==> src/rtl/pipelined_cla_subtractor_if.sv <==
// Operand/result bundle for the two-stage CLA subtractor.
// Both sides use valid/ready: a beat moves on a cycle where valid && ready, and the sender keeps the beat stable until then.
interface pipelined_cla_subtractor_if #(
    parameter int WIDTH = 32
);
    logic             in_valid;
    logic             in_ready;
    logic [WIDTH-1:0] a;
    logic [WIDTH-1:0] b;
    logic             borrow_in;
    logic             out_valid;
    logic             out_ready;
    logic [WIDTH-1:0] diff;
    logic             borrow_out;
    logic             overflow;
    logic             zero;

    modport master (
        output in_valid, a, b, borrow_in, out_ready,
        input  in_ready, out_valid, diff, borrow_out, overflow, zero
    );

    modport slave (
        input  in_valid, a, b, borrow_in, out_ready,
        output in_ready, out_valid, diff, borrow_out, overflow, zero
    );
endinterface

==> src/rtl/pipelined_cla_subtractor.sv <==
// Two-stage subtractor: a - b - borrow_in computed as a + ~b + ~borrow_in.
// The propagate/generate carry chain is split at WIDTH/2, and the half-word carry is registered between the stages.
module pipelined_cla_subtractor #(
    parameter int WIDTH = 32
) (
    input  logic                       clk,
    input  logic                       rst,
    pipelined_cla_subtractor_if.slave  bus
);
    localparam int LO = WIDTH / 2;
    localparam int HI = WIDTH - LO;

    logic          s1_valid;
    logic [LO-1:0] lo_diff_r;
    logic          lo_carry_r;
    logic [HI-1:0] a_hi_r;
    logic [HI-1:0] bi_hi_r;

    logic s2_free;
    logic s1_adv;
    logic accept;

    assign s2_free      = !bus.out_valid || bus.out_ready;
    assign s1_adv       = s1_valid && s2_free;
    assign bus.in_ready = !rst && (!s1_valid || s2_free);
    assign accept       = bus.in_valid && bus.in_ready;

    // Stage 1: lower half of a + ~b, with carry-in ~borrow_in
    logic [WIDTH-1:0] bi;
    logic [LO-1:0]    p_lo, g_lo, sum_lo;
    logic [LO:0]      c_lo;

    assign bi   = ~bus.b;
    assign p_lo = bus.a[LO-1:0] ^ bi[LO-1:0];
    assign g_lo = bus.a[LO-1:0] & bi[LO-1:0];

    always_comb begin
        c_lo    = '0;
        c_lo[0] = ~bus.borrow_in;
        for (int i = 0; i < LO; i++) begin
            c_lo[i+1] = g_lo[i] | (p_lo[i] & c_lo[i]);
        end
    end

    assign sum_lo = p_lo ^ c_lo[LO-1:0];

    // Stage 2: upper half, continuing from the registered half-word carry
    logic [HI-1:0]    p_hi, g_hi, hi_diff;
    logic [HI:0]      c_hi;
    logic [WIDTH-1:0] diff_next;
    logic             ovf_next;

    assign p_hi = a_hi_r ^ bi_hi_r;
    assign g_hi = a_hi_r & bi_hi_r;

    always_comb begin
        c_hi    = '0;
        c_hi[0] = lo_carry_r;
        for (int i = 0; i < HI; i++) begin
            c_hi[i+1] = g_hi[i] | (p_hi[i] & c_hi[i]);
        end
    end

    assign hi_diff   = p_hi ^ c_hi[HI-1:0];
    assign diff_next = {hi_diff, lo_diff_r};
    // The sign bit of b is ~bi, so a and b differ in sign exactly when a and bi agree.
    assign ovf_next  = (a_hi_r[HI-1] == bi_hi_r[HI-1]) && (hi_diff[HI-1] != a_hi_r[HI-1]);

    always_ff @(posedge clk) begin
        if (rst) begin
            s1_valid   <= 1'b0;
            lo_diff_r  <= '0;
            lo_carry_r <= 1'b0;
            a_hi_r     <= '0;
            bi_hi_r    <= '0;
        end else if (accept) begin
            s1_valid   <= 1'b1;
            lo_diff_r  <= sum_lo;
            lo_carry_r <= c_lo[LO];
            a_hi_r     <= bus.a[WIDTH-1:LO];
            bi_hi_r    <= bi[WIDTH-1:LO];
        end else if (s1_adv) begin
            s1_valid   <= 1'b0;
        end
    end

    always_ff @(posedge clk) begin
        if (rst) begin
            bus.out_valid  <= 1'b0;
            bus.diff       <= '0;
            bus.borrow_out <= 1'b0;
            bus.overflow   <= 1'b0;
            bus.zero       <= 1'b0;
        end else if (s1_adv) begin
            bus.out_valid  <= 1'b1;
            bus.diff       <= diff_next;
            bus.borrow_out <= ~c_hi[HI];
            bus.overflow   <= ovf_next;
            bus.zero       <= (diff_next == '0);
        end else if (bus.out_ready) begin
            bus.out_valid  <= 1'b0;
        end
    end
endmodule

==> src/flat_wrapper.sv <==
// flat-port wrapper written by rule: the top's interface ports become plain ports
module pipelined_cla_subtractor_flat 
#(
    parameter int WIDTH = 32
)
  (clk, rst, bus_in_valid, bus_a, bus_b, bus_borrow_in, bus_out_ready, bus_in_ready, bus_out_valid, bus_diff, bus_borrow_out, bus_overflow, bus_zero);
  pipelined_cla_subtractor_if #(.WIDTH(WIDTH)) bus_i ();
  input  logic clk;
  input  logic rst;
  input wire logic [$bits(bus_i.in_valid)-1:0] bus_in_valid;
  input wire logic [$bits(bus_i.a)-1:0] bus_a;
  input wire logic [$bits(bus_i.b)-1:0] bus_b;
  input wire logic [$bits(bus_i.borrow_in)-1:0] bus_borrow_in;
  input wire logic [$bits(bus_i.out_ready)-1:0] bus_out_ready;
  output wire logic [$bits(bus_i.in_ready)-1:0] bus_in_ready;
  output wire logic [$bits(bus_i.out_valid)-1:0] bus_out_valid;
  output wire logic [$bits(bus_i.diff)-1:0] bus_diff;
  output wire logic [$bits(bus_i.borrow_out)-1:0] bus_borrow_out;
  output wire logic [$bits(bus_i.overflow)-1:0] bus_overflow;
  output wire logic [$bits(bus_i.zero)-1:0] bus_zero;
  assign bus_i.in_valid = bus_in_valid;
  assign bus_i.a = bus_a;
  assign bus_i.b = bus_b;
  assign bus_i.borrow_in = bus_borrow_in;
  assign bus_i.out_ready = bus_out_ready;
  assign bus_in_ready = bus_i.in_ready;
  assign bus_out_valid = bus_i.out_valid;
  assign bus_diff = bus_i.diff;
  assign bus_borrow_out = bus_i.borrow_out;
  assign bus_overflow = bus_i.overflow;
  assign bus_zero = bus_i.zero;
  pipelined_cla_subtractor #(.WIDTH(WIDTH)) u_core (.clk(clk), .rst(rst), .bus(bus_i));
endmodule
==> config.mk <==
export PLATFORM = sky130hd
export DESIGN_NAME = pipelined_cla_subtractor_flat
export DESIGN_NICKNAME = d
export VERILOG_FILES = /design/src/rtl/pipelined_cla_subtractor_if.sv /design/src/rtl/pipelined_cla_subtractor.sv /design/src/flat_wrapper.sv
export SDC_FILE = /design/constraint.sdc
export NUM_CORES = 1
export LEC_CHECK = 0
export CAP_MARGIN = 15
export CORE_MARGIN = 10
export CORE_UTILIZATION = 51
export CTS_CLUSTER_DIAMETER = 50
export CTS_CLUSTER_SIZE = 40
export DETAILED_ROUTE_END_ITERATION = 16
export PLACE_DENSITY_LB_ADDON = 0.3
export SYNTH_ARGS = -nofsm -noshare
export SYNTH_HDL_FRONTEND = slang
export SYNTH_SLANG_ARGS = --single-unit
==> constraint.sdc <==
create_clock -name clk -period 19.3 [get_ports clk]
set_input_delay 1.93 -clock clk [delete_from_list [all_inputs] [get_ports clk]]
set_output_delay 1.93 -clock clk [all_outputs]
set_load 0.02 [all_outputs]
==> impl_results.html <==
<table>
<tr><th>Metric</th><th>Value</th></tr>
<tr><th colspan="2">Outcome</th></tr>
<tr><td>Result of the run</td><td>complete, no violations</td></tr>
<tr><th colspan="2">Routing</th></tr>
<tr><td>Routed via count divided by cell count</td><td>5.12</td></tr>
<tr><td>Post-route DRC violation count</td><td>0</td></tr>
<tr><td>Final wirelength</td><td>8940 um</td></tr>
<tr><td>Vias after detailed routing</td><td>3083</td></tr>
<tr><td>First-pass detailed-route iteration total</td><td>4</td></tr>
<tr><td>First DRT Iteration DRCs</td><td>92</td></tr>
<tr><td>Average routed wire per standard cell</td><td>14.9 um</td></tr>
<tr><td>Residual antenna-violating net count after detailed routing</td><td>0</td></tr>
<tr><th colspan="2">Cells and area</th></tr>
<tr><td>Count of nets after finishing</td><td>600</td></tr>
<tr><td>Footprint of the multi-input gates</td><td>1850 sq um</td></tr>
<tr><td>Fraction of final layout cells sized beyond drive strength 1</td><td>4.37%</td></tr>
<tr><td>Layout overhead on the synthesized area</td><td>34.7%</td></tr>
<tr><td>Final core utilization</td><td>70.3%</td></tr>
<tr><td>Storage element area</td><td>1720 sq um</td></tr>
<tr><td>Fillers</td><td>564</td></tr>
<tr><td>Total inserted antenna cells</td><td>0</td></tr>
<tr><th colspan="2">Global routing</th></tr>
<tr><td>All-layer global routing usage</td><td>16.0%</td></tr>
<tr><td>Via count of the first global-routing pass</td><td>3163</td></tr>
<tr><td>Largest net degree at the start of global routing</td><td>99</td></tr>
<tr><td>Number of antenna violations at the first check in global routing</td><td>0</td></tr>
<tr><td>Global route total overflow</td><td>0</td></tr>
<tr><td>First-pass GRT wire length</td><td>14800 um</td></tr>
<tr><th colspan="2">Power</th></tr>
<tr><td>Portion of total power attributed to combinational logic</td><td>17.5%</td></tr>
<tr><td>Net switching component of the power</td><td>0.000102 W</td></tr>
<tr><td>Portion of total power attributed to sequential cells</td><td>48.7%</td></tr>
<tr><td>Clock Power Share</td><td>33.8%</td></tr>
<tr><td>Internal power</td><td>0.000301 W</td></tr>
<tr><td>Leak</td><td>1.91 nW</td></tr>
<tr><td>Pwr Density</td><td>79.5 nW/um^2</td></tr>
<tr><td>Worst IR drop on VDD</td><td>0.0346 mV</td></tr>
<tr><td>Proportion of total power due to net switching</td><td>25.4%</td></tr>
<tr><th colspan="2">Clock network</th></tr>
<tr><td>Clock sink total</td><td>86</td></tr>
<tr><td>Clock tree buffer depth</td><td>2</td></tr>
<tr><td>Clock tree root buffer cell</td><td>sky130_fd_sc_hd__clkbuf_8</td></tr>
<tr><td>CTS Hold Buffers Added</td><td>0</td></tr>
<tr><td>TritonCTS Buffers</td><td>9</td></tr>
<tr><td>Clock network latency to the later pin of the worst-skew pair</td><td>0.35 ns</td></tr>
<tr><td>Clock tree from TritonCTS</td><td>done</td></tr>
<tr><td>Post-CTS setup-driven buffer insertion count</td><td>0</td></tr>
<tr><td># H-tree levels</td><td>3</td></tr>
<tr><td>Post-CTS Resized</td><td>0</td></tr>
<tr><td>Clk slew on worst S/H paths</td><td>0.08 ns</td></tr>
<tr><th colspan="2">Logic synthesis</th></tr>
<tr><td>Synth warnings</td><td>0</td></tr>
<tr><td>Area share of the largest cell type after synthesis</td><td>45.7%</td></tr>
<tr><td>Most numerous cell in the Yosys netlist</td><td>sky130_fd_sc_hd__dfxtp_1</td></tr>
<tr><td>Number of flops mapped to enable cells by yosys</td><td>0</td></tr>
<tr><td>Gate count after technology mapping</td><td>405</td></tr>
<tr><td>Main synth FF type</td><td>sky130_fd_sc_hd__dfxtp_1</td></tr>
<tr><td>Post-Syn Nets</td><td>507</td></tr>
<tr><td>Unique masters post-synth</td><td>26</td></tr>
<tr><td>Area leader, netlist</td><td>sky130_fd_sc_hd__dfxtp_1</td></tr>
<tr><td>Most area-consuming cells after synthesis</td><td>sky130_fd_sc_hd__dfxtp_1 (46%), sky130_fd_sc_hd__fa_1 (17%), sky130_fd_sc_hd__nand2_1 (8.0%)</td></tr>
<tr><td>Mean cell area of the mapped netlist</td><td>9.30 sq um</td></tr>
<tr><td>Fraction of registers with async set or reset after synthesis</td><td>0%</td></tr>
<tr><td>Synthesis-stage register bit count</td><td>86</td></tr>
<tr><td>Synth top cells by count</td><td>sky130_fd_sc_hd__dfxtp_1 (86), sky130_fd_sc_hd__nand2_1 (80), sky130_fd_sc_hd__nor2_1 (38)</td></tr>
<tr><td>Syn Std Cell Area</td><td>3760 sq um</td></tr>
<tr><td>Share of the yosys chip area belonging to registers</td><td>45.7%</td></tr>
<tr><th colspan="2">STA</th></tr>
<tr><td>Final Cycle Share</td><td>45.4%</td></tr>
<tr><td>Maximum achievable frequency</td><td>114 MHz</td></tr>
<tr><td>Relative slew slack</td><td>40.8%</td></tr>
<tr><td>Final setup viols</td><td>0</td></tr>
<tr><td>Final min period</td><td>8.76 ns</td></tr>
<tr><td>Post-Route Skew</td><td>0.00996 ns</td></tr>
<tr><td>Count of final hold-check violations</td><td>0</td></tr>
<tr><td>Unrepaired setup endpoints after global routing</td><td>no</td></tr>
<tr><td>Worst Max-Slew Pin Slew</td><td>0.888 ns</td></tr>
<tr><td>PnR worst setup slack</td><td>10.54 ns</td></tr>
<tr><td>Sum Neg Setup Slack</td><td>0 ns</td></tr>
<tr><td>Fin. max-slew vios</td><td>0</td></tr>
<tr><th colspan="2">Setup path</th></tr>
<tr><td>Top fanout value on the critical path</td><td>3</td></tr>
<tr><td>Arrival time worst endpoint</td><td>9.04 ns</td></tr>
<tr><td>Largest stage delay, worst path</td><td>0.55 ns</td></tr>
<tr><td>Standard cell with the maximum stage delay on the critical path</td><td>sky130_fd_sc_hd__fa_1</td></tr>
<tr><td>Worst path top cell family by delay</td><td>adder cells</td></tr>
<tr><td>Total buffers and inverters traversed by the critical path</td><td>2</td></tr>
<tr><td>Most Frequent Cell on Critical Path</td><td>sky130_fd_sc_hd__fa_1</td></tr>
<tr><td>CP Launch Type</td><td>flop</td></tr>
<tr><td>Required time at the worst-slack endpoint</td><td>19.58 ns</td></tr>
<tr><td>Crit path kind</td><td>reg2reg</td></tr>
<tr><td>Critical path, cell by cell</td><td>inv_1, fa_1, inv_1, fa_1, fa_1, fa_1, fa_1, fa_1, fa_1, fa_1, fa_1, fa_1, fa_1, fa_1, fa_1, fa_1, fa_1, fa_1, nor4_1, nand4_1, or4_1, o21ai_1</td></tr>
<tr><td>Worst setup EP type</td><td>flop</td></tr>
<tr><th colspan="2">Hold path</th></tr>
<tr><td>Class of the tightest hold or removal check</td><td>reg2reg</td></tr>
<tr><th colspan="2">Run</th></tr>
<tr><td>Max-capacitance violation count</td><td>0</td></tr>
<tr><th colspan="2">Place</th></tr>
<tr><td>Final estimated routing congestion in global placement</td><td>0.795</td></tr>
<tr><td>DP Wirelength</td><td>6520 um</td></tr>
<tr><td>Buffers on Ports</td><td>105</td></tr>
<tr><td>Placement Setup Slack</td><td>10.26 ns</td></tr>
<tr><th colspan="2">Floorplanning</th></tr>
<tr><td>Placeable core region</td><td>7210 sq um</td></tr>
<tr><td>Die Outline Area</td><td>11200 sq um</td></tr>
<tr><td>Number of placed I/O pins</td><td>106</td></tr>
<tr><td># rows</td><td>31</td></tr>
<tr><td>Height of the die</td><td>106 um</td></tr>
<tr><td>Initial cell density of the core</td><td>52.2%</td></tr>
<tr><td>Die width</td><td>106 um</td></tr>
</table>
[worst reg2reg max path, cell delays in order (launching register included)]
cell                      delay (ns)
sky130_fd_sc_hd__dfxtp_1        0.32
sky130_fd_sc_hd__inv_1          0.08
sky130_fd_sc_hd__fa_1           0.17
sky130_fd_sc_hd__inv_1          0.05
sky130_fd_sc_hd__fa_1           0.44
sky130_fd_sc_hd__fa_1           0.47
sky130_fd_sc_hd__fa_1           0.46
sky130_fd_sc_hd__fa_1           0.46
sky130_fd_sc_hd__fa_1           0.47
sky130_fd_sc_hd__fa_1           0.47
sky130_fd_sc_hd__fa_1           0.48
sky130_fd_sc_hd__fa_1           0.47
sky130_fd_sc_hd__fa_1           0.48
sky130_fd_sc_hd__fa_1           0.46
sky130_fd_sc_hd__fa_1           0.46
sky130_fd_sc_hd__fa_1           0.46
sky130_fd_sc_hd__fa_1           0.46
sky130_fd_sc_hd__fa_1           0.47
sky130_fd_sc_hd__fa_1           0.55
sky130_fd_sc_hd__nor4_1         0.32
sky130_fd_sc_hd__nand4_1        0.14
sky130_fd_sc_hd__or4_1          0.43
sky130_fd_sc_hd__o21ai_1        0.12
[state kept, by name, indices dropped and copies added (netlist names)]
name / count
u_core.a_hi_r: 16
u_core.bi_hi_r: 16
u_core.bus.borrow_out: 1
u_core.bus.diff: 32
u_core.bus.out_valid: 1
u_core.bus.overflow: 1
u_core.bus.zero: 1
u_core.lo_carry_r: 1
u_core.lo_diff_r: 16
u_core.s1_valid: 1
[per-stage QoR]
stage | std cells | hold slack, ns | area (sq um) | total power [W]
after floorplan | 405 | 0.440 | 3760 | 0.000238
after global placement | 586 | 0.442 | 4860 | 0.000269
after detailed placement | 586 | 0.450 | 4860 | 0.000271
after CTS | 602 | 0.462 | 5070 | 0.000406
after global routing | 602 | 0.482 | 5070 | 0.000423
final | 602 | 0.458 | 5070 | 0.000403
[worst paths after layout]
kind,start,endpoint,slack (ns),cells past startpoint
min reg2reg,u_core.bus.diff[0]$_SDFFE_PP0P_,u_core.bus.diff[0]$_SDFFE_PP0P_,0.46,2
min,u_core.bus.diff[0]$_SDFFE_PP0P_,u_core.bus.diff[0]$_SDFFE_PP0P_,0.46,2
max reg2reg,u_core.bi_hi_r[0]$_SDFFE_PP0P_,u_core.bus.zero$_SDFFE_PP0P_,10.54,22
max,u_core.bi_hi_r[0]$_SDFFE_PP0P_,u_core.bus.zero$_SDFFE_PP0P_,10.54,22
[area by class of cell]
cell class / count / area share, %
Multi-Input combinational cell: 270 / 36.5
Sequential cell: 86 / 34.0
Timing Repair Buffer: 109 / 21.2
Clock buffer: 12 / 2.86
Tap cell: 99 / 2.44
Inverter: 22 / 1.63
Clock inverter: 4 / 1.38
[per-layer routing]
metal,share of wire [%],global-route usage (%)
met3,6.2,3.99
met2,52,28.1
met5,0,0
met1,39,18.1
met4,1.9,6.58
[cell families (layout without fill, tap and decap cells)]
logic type / after synthesis / in the layout / synth area share, %
mux: 1 / 1 / 0.266
fa+ha+maj: 33 / 33 / 17.3
xor+xnor: 1 / 1 / 0.233
compound gates: 86 / 86 / 14.2
simple gates: 149 / 149 / 17.1
flops: 86 / 86 / 45.7
buf+inv: 49 / 147 / 5.15
[layout by cell type (no fill, tap or decap)]
cell type,count
sky130_fd_sc_hd__clkdlybuf4s50_1,104
sky130_fd_sc_hd__dfxtp_1,86
sky130_fd_sc_hd__nand2_1,80
sky130_fd_sc_hd__nor2_1,38
sky130_fd_sc_hd__a21oi_1,33
sky130_fd_sc_hd__a211oi_1,33
sky130_fd_sc_hd__fa_1,32
sky130_fd_sc_hd__inv_1,22
sky130_fd_sc_hd__nand2b_1,17
sky130_fd_sc_hd__o21ai_0,10
sky130_fd_sc_hd__clkbuf_8,10
sky130_fd_sc_hd__o21ai_1,7
sky130_fd_sc_hd__nor4_1,5
sky130_fd_sc_hd__buf_4,4
sky130_fd_sc_hd__nor2b_2,2
sky130_fd_sc_hd__o31ai_1,2
sky130_fd_sc_hd__nand4_1,2
sky130_fd_sc_hd__or4_1,2
sky130_fd_sc_hd__bufinv_16,2
sky130_fd_sc_hd__clkbuf_1,2
sky130_fd_sc_hd__clkinv_2,2
sky130_fd_sc_hd__a211oi_4,1
sky130_fd_sc_hd__xnor2_1,1
sky130_fd_sc_hd__mux2i_1,1
sky130_fd_sc_hd__nor3_1,1
sky130_fd_sc_hd__nor4b_1,1
sky130_fd_sc_hd__nand3b_1,1
sky130_fd_sc_hd__ha_1,1
sky130_fd_sc_hd__buf_2,1
[power groups by stage]
| stage | Sequential (W) | Combinational, W | Clock (W) |
|---|---|---|---|
| finish | 0.000196 | 0.0000705 | 0.000136 |
| global route | 0.000198 | 0.0000790 | 0.000146 |
| CTS | 0.000196 | 0.0000717 | 0.000138 |
| detailed placement | 0.000200 | 0.0000710 | 0 |
| global placement | 0.000200 | 0.0000689 | 0 |
| floorplan | 0.000203 | 0.0000356 | 0 |
No activity file was read; power rests on OpenSTA's default activity.
